<file path="src/rtl/end_stats_pkg.sv">
// Shared constants, FSM encoding and BCD helper
// for the end-screen statistics capture block.
package end_stats_pkg;

  localparam int unsigned SCORE_W    = 20;
  localparam int unsigned HIT_W      = 7;
  localparam int unsigned BCD_DIGITS = 7;
  localparam int unsigned BCD_W      = 4 * BCD_DIGITS;
  localparam int unsigned CONV_STEPS = 20;
  localparam int unsigned CNT_W      = 5;

  localparam logic [SCORE_W-1:0] SCORE_MAX = 20'd1000000;
  localparam logic [HIT_W-1:0]   HIT_MAX   = 7'd99;

  typedef enum logic [1:0] {
    IDLE = 2'd0,
    CONV = 2'd1,
    SHOW = 2'd2
  } state_e;

  // Double-dabble correction: a nibble of 5..9 would
  // overflow past 9 when doubled, so pre-add 3.
  function automatic logic [3:0] dd_adj(
    input logic [3:0] n
  );
    return (n >= 4'd5) ? n + 4'd3 : n;
  endfunction

endpackage

</file>
<file path="src/rtl/bin2bcd_seq.sv">
// Iterative binary-to-BCD converter, one step per clock.
// Ports: clk, resetn, start_i/bin_i load, abort_i, done_o/bcd_o result.
module bin2bcd_seq
  import end_stats_pkg::*;
(
  input  logic               clk,
  input  logic               resetn,
  input  logic               start_i,
  input  logic               abort_i,
  input  logic [SCORE_W-1:0] bin_i,
  output logic               done_o,
  output logic [BCD_W-1:0]   bcd_o
);

  localparam logic [CNT_W-1:0] LAST =
    CNT_W'(CONV_STEPS - 1);

  logic [SCORE_W-1:0] bin_q, bin_d;
  logic [BCD_W-1:0]   bcd_q, bcd_d, adj;
  logic [CNT_W-1:0]   cnt_q;
  logic               run_q;

  always_comb begin
    adj = '0;
    for (int i = 0; i < BCD_DIGITS; i++) begin
      adj[4*i +: 4] = dd_adj(bcd_q[4*i +: 4]);
    end
    bcd_d = {adj[BCD_W-2:0], bin_q[SCORE_W-1]};
    bin_d = {bin_q[SCORE_W-2:0], 1'b0};
  end

  // bcd_o is the post-step value, valid with done_o,
  // so the caller latches it on the final step edge.
  assign done_o = run_q && (cnt_q == LAST);
  assign bcd_o  = bcd_d;

  always_ff @(posedge clk or negedge resetn) begin
    if (!resetn) begin
      bin_q <= '0;
      bcd_q <= '0;
      cnt_q <= '0;
      run_q <= 1'b0;
    end else if (abort_i) begin
      run_q <= 1'b0;
    end else if (start_i) begin
      bin_q <= bin_i;
      bcd_q <= '0;
      cnt_q <= '0;
      run_q <= 1'b1;
    end else if (run_q) begin
      bin_q <= bin_d;
      bcd_q <= bcd_d;
      cnt_q <= cnt_q + CNT_W'(1);
      if (cnt_q == LAST) begin
        run_q <= 1'b0;
      end
    end
  end

endmodule

</file>
<file path="src/rtl/end_screen_stats_capture.sv">
// Snapshots game stats on game_over, converts score to BCD, holds for overlay.
// Ports: clk, resetn, game_over, restart, *_live in; end_mode, busy, latched
// fields and score_d6..d0 out. PERSONAL_BEST_EN adds best_score/new_best.
module end_screen_stats_capture
  import end_stats_pkg::*;
(
  input  logic               clk,
  input  logic               resetn,
  input  logic               game_over,
  input  logic               restart,
  input  logic [SCORE_W-1:0] score_live,
  input  logic [HIT_W-1:0]   hit_count_live,
  input  logic               chart_select_live,
  input  logic [1:0]         note_speed_live,
  output logic               end_mode,
  output logic               busy,
  output logic [SCORE_W-1:0] score_value,
  output logic [3:0]         score_d6,
  output logic [3:0]         score_d5,
  output logic [3:0]         score_d4,
  output logic [3:0]         score_d3,
  output logic [3:0]         score_d2,
  output logic [3:0]         score_d1,
  output logic [3:0]         score_d0,
  output logic [HIT_W-1:0]   hit_count,
  output logic               chart_select,
`ifdef PERSONAL_BEST_EN
  output logic [SCORE_W-1:0] best_score,
  output logic               new_best,
`endif
  output logic [1:0]         note_speed
);

  state_e             state_q;
  logic               end_q;
  logic               busy_q;
  logic [SCORE_W-1:0] score_q;
  logic [BCD_W-1:0]   dig_q;
  logic [HIT_W-1:0]   hit_q;
  logic               chart_q;
  logic [1:0]         speed_q;

  logic [SCORE_W-1:0] score_c;
  logic [HIT_W-1:0]   hit_c;
  logic [1:0]         speed_c;
  logic               capture;
  logic               abort;
  logic               conv_done;
  logic [BCD_W-1:0]   conv_bcd;

  always_comb begin
    score_c = (score_live > SCORE_MAX) ?
              SCORE_MAX : score_live;
    hit_c   = (hit_count_live > HIT_MAX) ?
              HIT_MAX : hit_count_live;
    speed_c = (note_speed_live == 2'd0) ?
              2'd1 : note_speed_live;
  end

  // restart outranks game_over in IDLE
  assign capture = (state_q == IDLE) &&
                   game_over && !restart;
  assign abort   = (state_q == CONV) && restart;

  bin2bcd_seq u_conv (
    .clk     (clk),
    .resetn  (resetn),
    .start_i (capture),
    .abort_i (abort),
    .bin_i   (score_c),
    .done_o  (conv_done),
    .bcd_o   (conv_bcd)
  );

`ifdef PERSONAL_BEST_EN
  logic [SCORE_W-1:0] best_q;
  logic               nb_q;
`endif

  always_ff @(posedge clk or negedge resetn) begin
    if (!resetn) begin
      state_q <= IDLE;
      end_q   <= 1'b0;
      busy_q  <= 1'b0;
      score_q <= '0;
      dig_q   <= '0;
      hit_q   <= '0;
      chart_q <= 1'b0;
      speed_q <= 2'd1;
`ifdef PERSONAL_BEST_EN
      best_q  <= '0;
      nb_q    <= 1'b0;
`endif
    end else begin
      unique case (state_q)
        IDLE: begin
          if (capture) begin
            score_q <= score_c;
            hit_q   <= hit_c;
            chart_q <= chart_select_live;
            speed_q <= speed_c;
            busy_q  <= 1'b1;
            state_q <= CONV;
`ifdef PERSONAL_BEST_EN
            nb_q    <= score_c > best_q;
            if (score_c > best_q) begin
              best_q <= score_c;
            end
`endif
          end
        end
        CONV: begin
          if (restart) begin
            busy_q  <= 1'b0;
            state_q <= IDLE;
`ifdef PERSONAL_BEST_EN
            nb_q    <= 1'b0;
`endif
          end else if (conv_done) begin
            dig_q   <= conv_bcd;
            busy_q  <= 1'b0;
            end_q   <= 1'b1;
            state_q <= SHOW;
          end
        end
        SHOW: begin
          if (restart) begin
            end_q   <= 1'b0;
            state_q <= IDLE;
`ifdef PERSONAL_BEST_EN
            nb_q    <= 1'b0;
`endif
          end
        end
        default: begin
          end_q   <= 1'b0;
          busy_q  <= 1'b0;
          state_q <= IDLE;
        end
      endcase
    end
  end

  assign end_mode     = end_q;
  assign busy         = busy_q;
  assign score_value  = score_q;
  assign hit_count    = hit_q;
  assign chart_select = chart_q;
  assign note_speed   = speed_q;
  assign score_d6     = dig_q[27:24];
  assign score_d5     = dig_q[23:20];
  assign score_d4     = dig_q[19:16];
  assign score_d3     = dig_q[15:12];
  assign score_d2     = dig_q[11:8];
  assign score_d1     = dig_q[7:4];
  assign score_d0     = dig_q[3:0];
`ifdef PERSONAL_BEST_EN
  assign best_score   = best_q;
  assign new_best     = nb_q;
`endif

endmodule

</file>
<file path="config.mk">
export PLATFORM = sky130hd
export DESIGN_NAME = end_screen_stats_capture
export DESIGN_NICKNAME = d
export VERILOG_FILES = /design/src/rtl/end_stats_pkg.sv /design/src/rtl/bin2bcd_seq.sv /design/src/rtl/end_screen_stats_capture.sv
export SDC_FILE = /design/constraint.sdc
export NUM_CORES = 1
export LEC_CHECK = 0
export BUFFER_PORTS_ARGS = -buffer_cell sky130_fd_sc_hd__clkbuf_2
export CORE_MARGIN = 8
export CORE_UTILIZATION = 51
export CTS_CLUSTER_DIAMETER = 100
export DETAILED_ROUTE_END_ITERATION = 6
export PLACE_DENSITY = 0.76
export RECOVER_POWER = 50
export SYNTH_ARGS = -nofsm -noshare
export SYNTH_HDL_FRONTEND = slang
export SYNTH_SLANG_ARGS = --single-unit
</file>
<file path="constraint.sdc">
create_clock -name clk -period 2.4 [get_ports clk]
set_clock_uncertainty 0.2 [all_clocks]
set_input_delay 0.24 -clock clk [delete_from_list [all_inputs] [get_ports clk]]
set_output_delay 0.24 -clock clk [all_outputs]
set_load 0.05 [all_outputs]
</file>
### After elaboration in Yosys (flattened, before gate mapping)

Cells that the tools add are included.

| word-level totals | value |
|---|---|
| bits of input ports | 34 |
| flip-flop bits (word level) | 116 |
| output and inout bits | 60 |

| operators by class | value |
|---|---|
| $lt $le $gt $ge | 9 |
| muxes and demuxes | 33 |
| bitwise gates (word level) | 4 |
| reduce and logical (&&, ||, !) cells | 14 |
| eq/ne operators | 8 |
| add/sub/neg operators | 8 |

Operator list:

| operator | count |
|---|---|
| $mux W20 | 3 |
| $mux W28 | 2 |
| $ge A4 B3 Y1 const B | 7 |
| $add A4 B2 Y4 const B | 6 |
| $mux W4 | 6 |
| $gt A20 B20 Y1 const B | 1 |
| $mux W1 | 10 |
| $mux W2 | 5 |
| $mux W5 | 2 |
| $reduce_and A3 Y1 | 3 |
| $ne A2 B2 Y1 const B | 4 |
| $gt A7 B7 Y1 const B | 1 |
| $mux W7 | 1 |
| $pmux W1 S3 | 2 |
| $pmux W2 S3 | 1 |
| $add A5 B1 Y5 const B | 1 |
| $eq A5 B5 Y1 const B | 1 |
| $logic_and A1 B1 Y1 | 4 |
| $logic_not A2 Y1 | 2 |
| $not A1 Y1 | 4 |
| $reduce_and A2 Y1 | 2 |
| $reduce_and A4 Y1 | 1 |
| $add A3 B2 Y3 const B | 1 |
| $mux W3 | 1 |
| other kinds (5) | 5 |

### Logic depth before layout (Yosys ltp)

| logic depth | value |
|---|---|
| depth after elaboration | 5 |
| depth in mapped cells | 7 |
| mapped depth without buffers | 6 |

### Cells and area by module

A second synthesis with hierarchy kept.

| second synthesis, totals | value |
|---|---|
| cell total of the unflattened synthesis | 522 |
| area, all modules | 5,499.0 sq um |

By module, submodules not included:

| module | seq. area each (sq um) | times used | cells each | area each (sq um) |
|---|---|---|---|---|
| bin2bcd_seq | 1,351.3 | 1 | 292 | 2,901.5 |
| end_screen_stats_capture | 1,552.7 | 1 | 230 | 2,597.5 |

### Least setup slack after synthesis

Ideal clock, no wire load.

| timing path | value |
|---|---|
| path type | register to register |
| from | reg u_conv.cnt_q[0] |
| to | reg dig_q[10] |
| cell stages (with the launch flop) | 8 |
| slack | 207 ps |
| arrival time | 1,868 ps |
| required time | 2,075 ps |
| library setup time | 125 ps |
| cell sequence | dfrtp_1 > ha_1 > and4bb_2 > and2_1 > buf_2 > nand3_2 > buf_2 > mux2_2 |

| on the way | value |
|---|---|
| word-level cells in the longest chain between the ends | 3 |

Ends and longest elaborated chain:

| item | RTL line | RTL |
|---|---|---|
| start, declared | bin2bcd_seq.sv:20 | `logic [CNT_W-1:0] cnt_q;` |
| start signal, assigned | bin2bcd_seq.sv:53 | `cnt_q <= cnt_q + CNT_W'(1);` |
| $eq A5 B5 Y1 | bin2bcd_seq.sv:34 | `assign done_o = run_q && (cnt_q == LAST);` |
| $logic_and A1 B1 Y1 | bin2bcd_seq.sv:34 |  |
| $reduce_and A3 Y1 (no source line) | -- |  |
| end signal, assigned | end_screen_stats_capture.sv:120 | `dig_q <= conv_bcd;` |
| end, declared | end_screen_stats_capture.sv:38 | `logic [BCD_W-1:0] dig_q;` |

No other way between the ends.
A chain may end at the register's enable or synchronous reset.

### Final worst setup path

| timing path | value |
|---|---|
| from | in restart |
| to | reg u_conv.bcd_q[22] |

| on the way | value |
|---|---|
| word-level cells in the longest chain between the ends | 4 |

Ends and longest elaborated chain:

| item | RTL line | RTL |
|---|---|---|
| start, declared | end_screen_stats_capture.sv:10 | `input logic restart,` |
| $logic_not A1 Y1 | end_screen_stats_capture.sv:62 | `game_over && !restart;` |
| $logic_and A1 B1 Y1 | end_screen_stats_capture.sv:62 |  |
| $reduce_bool A2 Y1 (no source line) | -- |  |
| $reduce_and A2 Y1 (no source line) | -- |  |
| end signal, assigned | bin2bcd_seq.sv:40 | `bcd_q <= '0;` |
| end signal, assigned | bin2bcd_seq.sv:47 | `bcd_q <= '0;` |
| end signal, assigned | bin2bcd_seq.sv:52 | `bcd_q <= bcd_d;` |
| end, declared | bin2bcd_seq.sv:19 | `logic [BCD_W-1:0] bcd_q, bcd_d, adj;` |

Parallel ways exist; a longest one is shown, timed or not.

==> reports/results.tsv <==
metric	value	unit
clk_path_buf_depth	2	
grt_overflow	0	
synth_top_cell_by_area	dfrtp_1	
hold_violations	0	
die-area	14400	um^2
layout-drive-gt1-share	20.0	%
cp-end-kind	flop	
pwr_density_cell	1080	nW/um^2
ys_ff_latch	116	
syn_area_per_cell	10.4	um^2
path_cells	dlygate4sd3_1 -> clkbuf_2 -> or4b_2 -> buf_4 -> nand2_1 -> o22ai_1	
synthToLayoutAreaGrowth	29.0	%
nets	721	
crit_buf_inv	3	
fmax	445	MHz
grt_use_met1	23.6	%
synthArstFlopShare	100	%
cts_root_buf	clkbuf_8	
port_buffers	93	
grt_util_met3	6.39	%
ys_warn_count	0	
multiInputGateArea	2370	um^2
slew_viol_final	0	
min_period	2250	ps
wl_per_cell	17.5	um
dieWidth	120	um
synth_fp_nets	583	
clock-sinks	116	
grt_first_pass_wirelength	23800	um
ir_drop	0.536	mV
first_global_vias	4858	
die_h	120	um
tightestPinTransition	850	ps
clkLatencyLatePin	520	ps
gp_congestion	0.839	
io-pin-count	94	
synthTopCellsByArea	dfrtp_1 52%, nand2_1 4.5%, mux2i_1 4.3%	
slowest_stage	or4b_2	
dp.cells	756	
synth-main-ff-cell	dfrtp_1	
routed-via-count	4616	
final.setup.tns	0	ps
min_path_type	input pin to flop	
required	2580	ps
fill_cells	794	
max_slew_margin	43.3	%
path_max_fanout	29	
cp.arrival	2420	ps
rsz0062_at_grt	false	
fin_crit_sh	93.6	%
grt_util_all_layers	20.6	%
synthTopCellsByCount	115 x dfrtp_1, 67 x nand2_1, 39 x inv_1	
path_class	input pin to flop	
grt_max_degree	51	
cts_tree	done	
leakage	3.57	nW
start_kind	input pin	
status	finished, final reports clean	
synth_edf_count	0	
path_delay_family	buffers and inverters	
postRouteAntennaNets	0	
hpwl	9320	um
first_iter_violations	313	
initial_core_util	51.7	%
critical_path.max_stage_delay	820	ps
num_rows	38	
stdcell_area	7130	um^2
remaining_drc_errors	0	
diodes	0	
regArea	2900	um^2
final_cells	824	
antenna_found_initial	0	
clk_pin_slew_worst_paths	50	ps
seq_area_frac_synth	52.5	%
synthesis.area	5530	um^2
synth_most_common_cell	dfrtp_1	
fin_hold_ws	26.9	ps
utilization	66.7	%
via_per_inst	5.60	
drv_cap	0	
wl	14400	um
dr.pass1.iters	5	
place_area	6210	um^2
core-area	10700	um^2
grt-busiest-layer	met2	
syn_inst	534	
cts_buffers	17	
htree_levels	4	
met2_usage	34.2	%
synth_top_area_share	52.1	%
setup_viol	0	
ys_types	55	
## power by group
part,leakage (nW),internal [W],switching (W),total [W]
sequential,1.40,0.00238,0.000374,0.00275
combinational,1.87,0.000922,0.00147,0.00239
clock,0.294,0.00173,0.000855,0.00258
## routing by layer
layer	vias to the layer above	part of all wire [%]
met2	165	51
met3	37	6.3
met5	-	0
li1	2139	-
met1	2275	40
met4	0	2.7
## tightest hold or removal path, cell delays in order
cell and delay [ps]:
clkbuf_2 100, inv_1 50, a31oi_1 90, dlymetal6s4s_1 250
## layout by cell type (no fill, tap or decap), types with 16 or more instances in the layout
cell type	instances
clkbuf_2	66
nand2_1	67
clkbuf_16	16
mux2i_1	24
nor2_1	35
o21ai_0	24
clkbuf_1	30
dfrtp_1	115
inv_1	39
dlygate4sd3_1	34
a22o_1	16
a21oi_1	33
## path summary, 6_finish.rpt
| path | from | endpoint | slack (ps) | cells past startpoint |
|---|---|---|---|---|
| setup / recovery | restart | u_conv.bcd_q[22]$_DFFE_PN0P_ | 150 | 6 |
| hold / removal | note_speed_live[0] | note_speed[0]$_DFFE_PN1P_ | 30 | 4 |
| setup reg to reg | state_q[0]$_DFFE_PN0P_ | hit_count[3]$_DFFE_PN0P_ | 180 | 7 |
| hold reg to reg | hit_count[2]$_DFFE_PN0P_ | hit_count[2]$_DFFE_PN0P_ | 280 | 2 |
| max in group asynchronous | resetn | score_value[14]$_DFFE_PN0P_ | 520 | 3 |
| min in group asynchronous | resetn | dig_q[11]$_DFFE_PN0P_ | 150 | 2 |
## stage by stage
step | worst slack (ps) | power, W
final | 155 | 0.00772
after global routing | 70.5 | 0.00813
after CTS | 71.4 | 0.00775
after detailed placement | 92.5 | 0.00505
after global placement | 156 | 0.00491
after floorplan | 207 | 0.00441
## sequential cells by signal, summed over array words and instances (netlist names)
signal,count
busy,1
chart_select,1
dig_q,28
end_mode,1
hit_count,7
note_speed,2
score_value,20
state_q,2
u_conv.bcd_q,28
u_conv.bin_q,20
u_conv.cnt_q,5
u_conv.run_q,1
## cell families (layout without fill, tap and decap cells)
| group | Yosys count | after routing | share of synthesized area, % |
|---|---|---|---|
| simple gates | 166 | 166 | 14.7 |
| fa+ha+maj | 15 | 15 | 3.40 |
| compound gates | 122 | 122 | 15.3 |
| mux | 39 | 39 | 7.40 |
| buf+inv | 65 | 215 | 4.98 |
| flops | 116 | 116 | 52.5 |
| xor+xnor | 11 | 11 | 1.74 |
## final cells by class
class | count | area share (%)
Sequential cell | 116 | 40.7
Multi-Input combinational cell | 353 | 33.2
Clock buffer | 21 | 6.30
Clock inverter | 10 | 2.18
Timing Repair Buffer | 145 | 13.1
Tap cell | 140 | 2.46
Inverter | 39 | 2.05
## timing repair
item	4_1_cts	5_1_grt
endpoints found under the setup margin	0	28
endpoints found under the hold margin	170	0
resized for setup	0	2
hold buffers	35	0
setup buffers	0	2
Power figures use the tool's default switching activity.
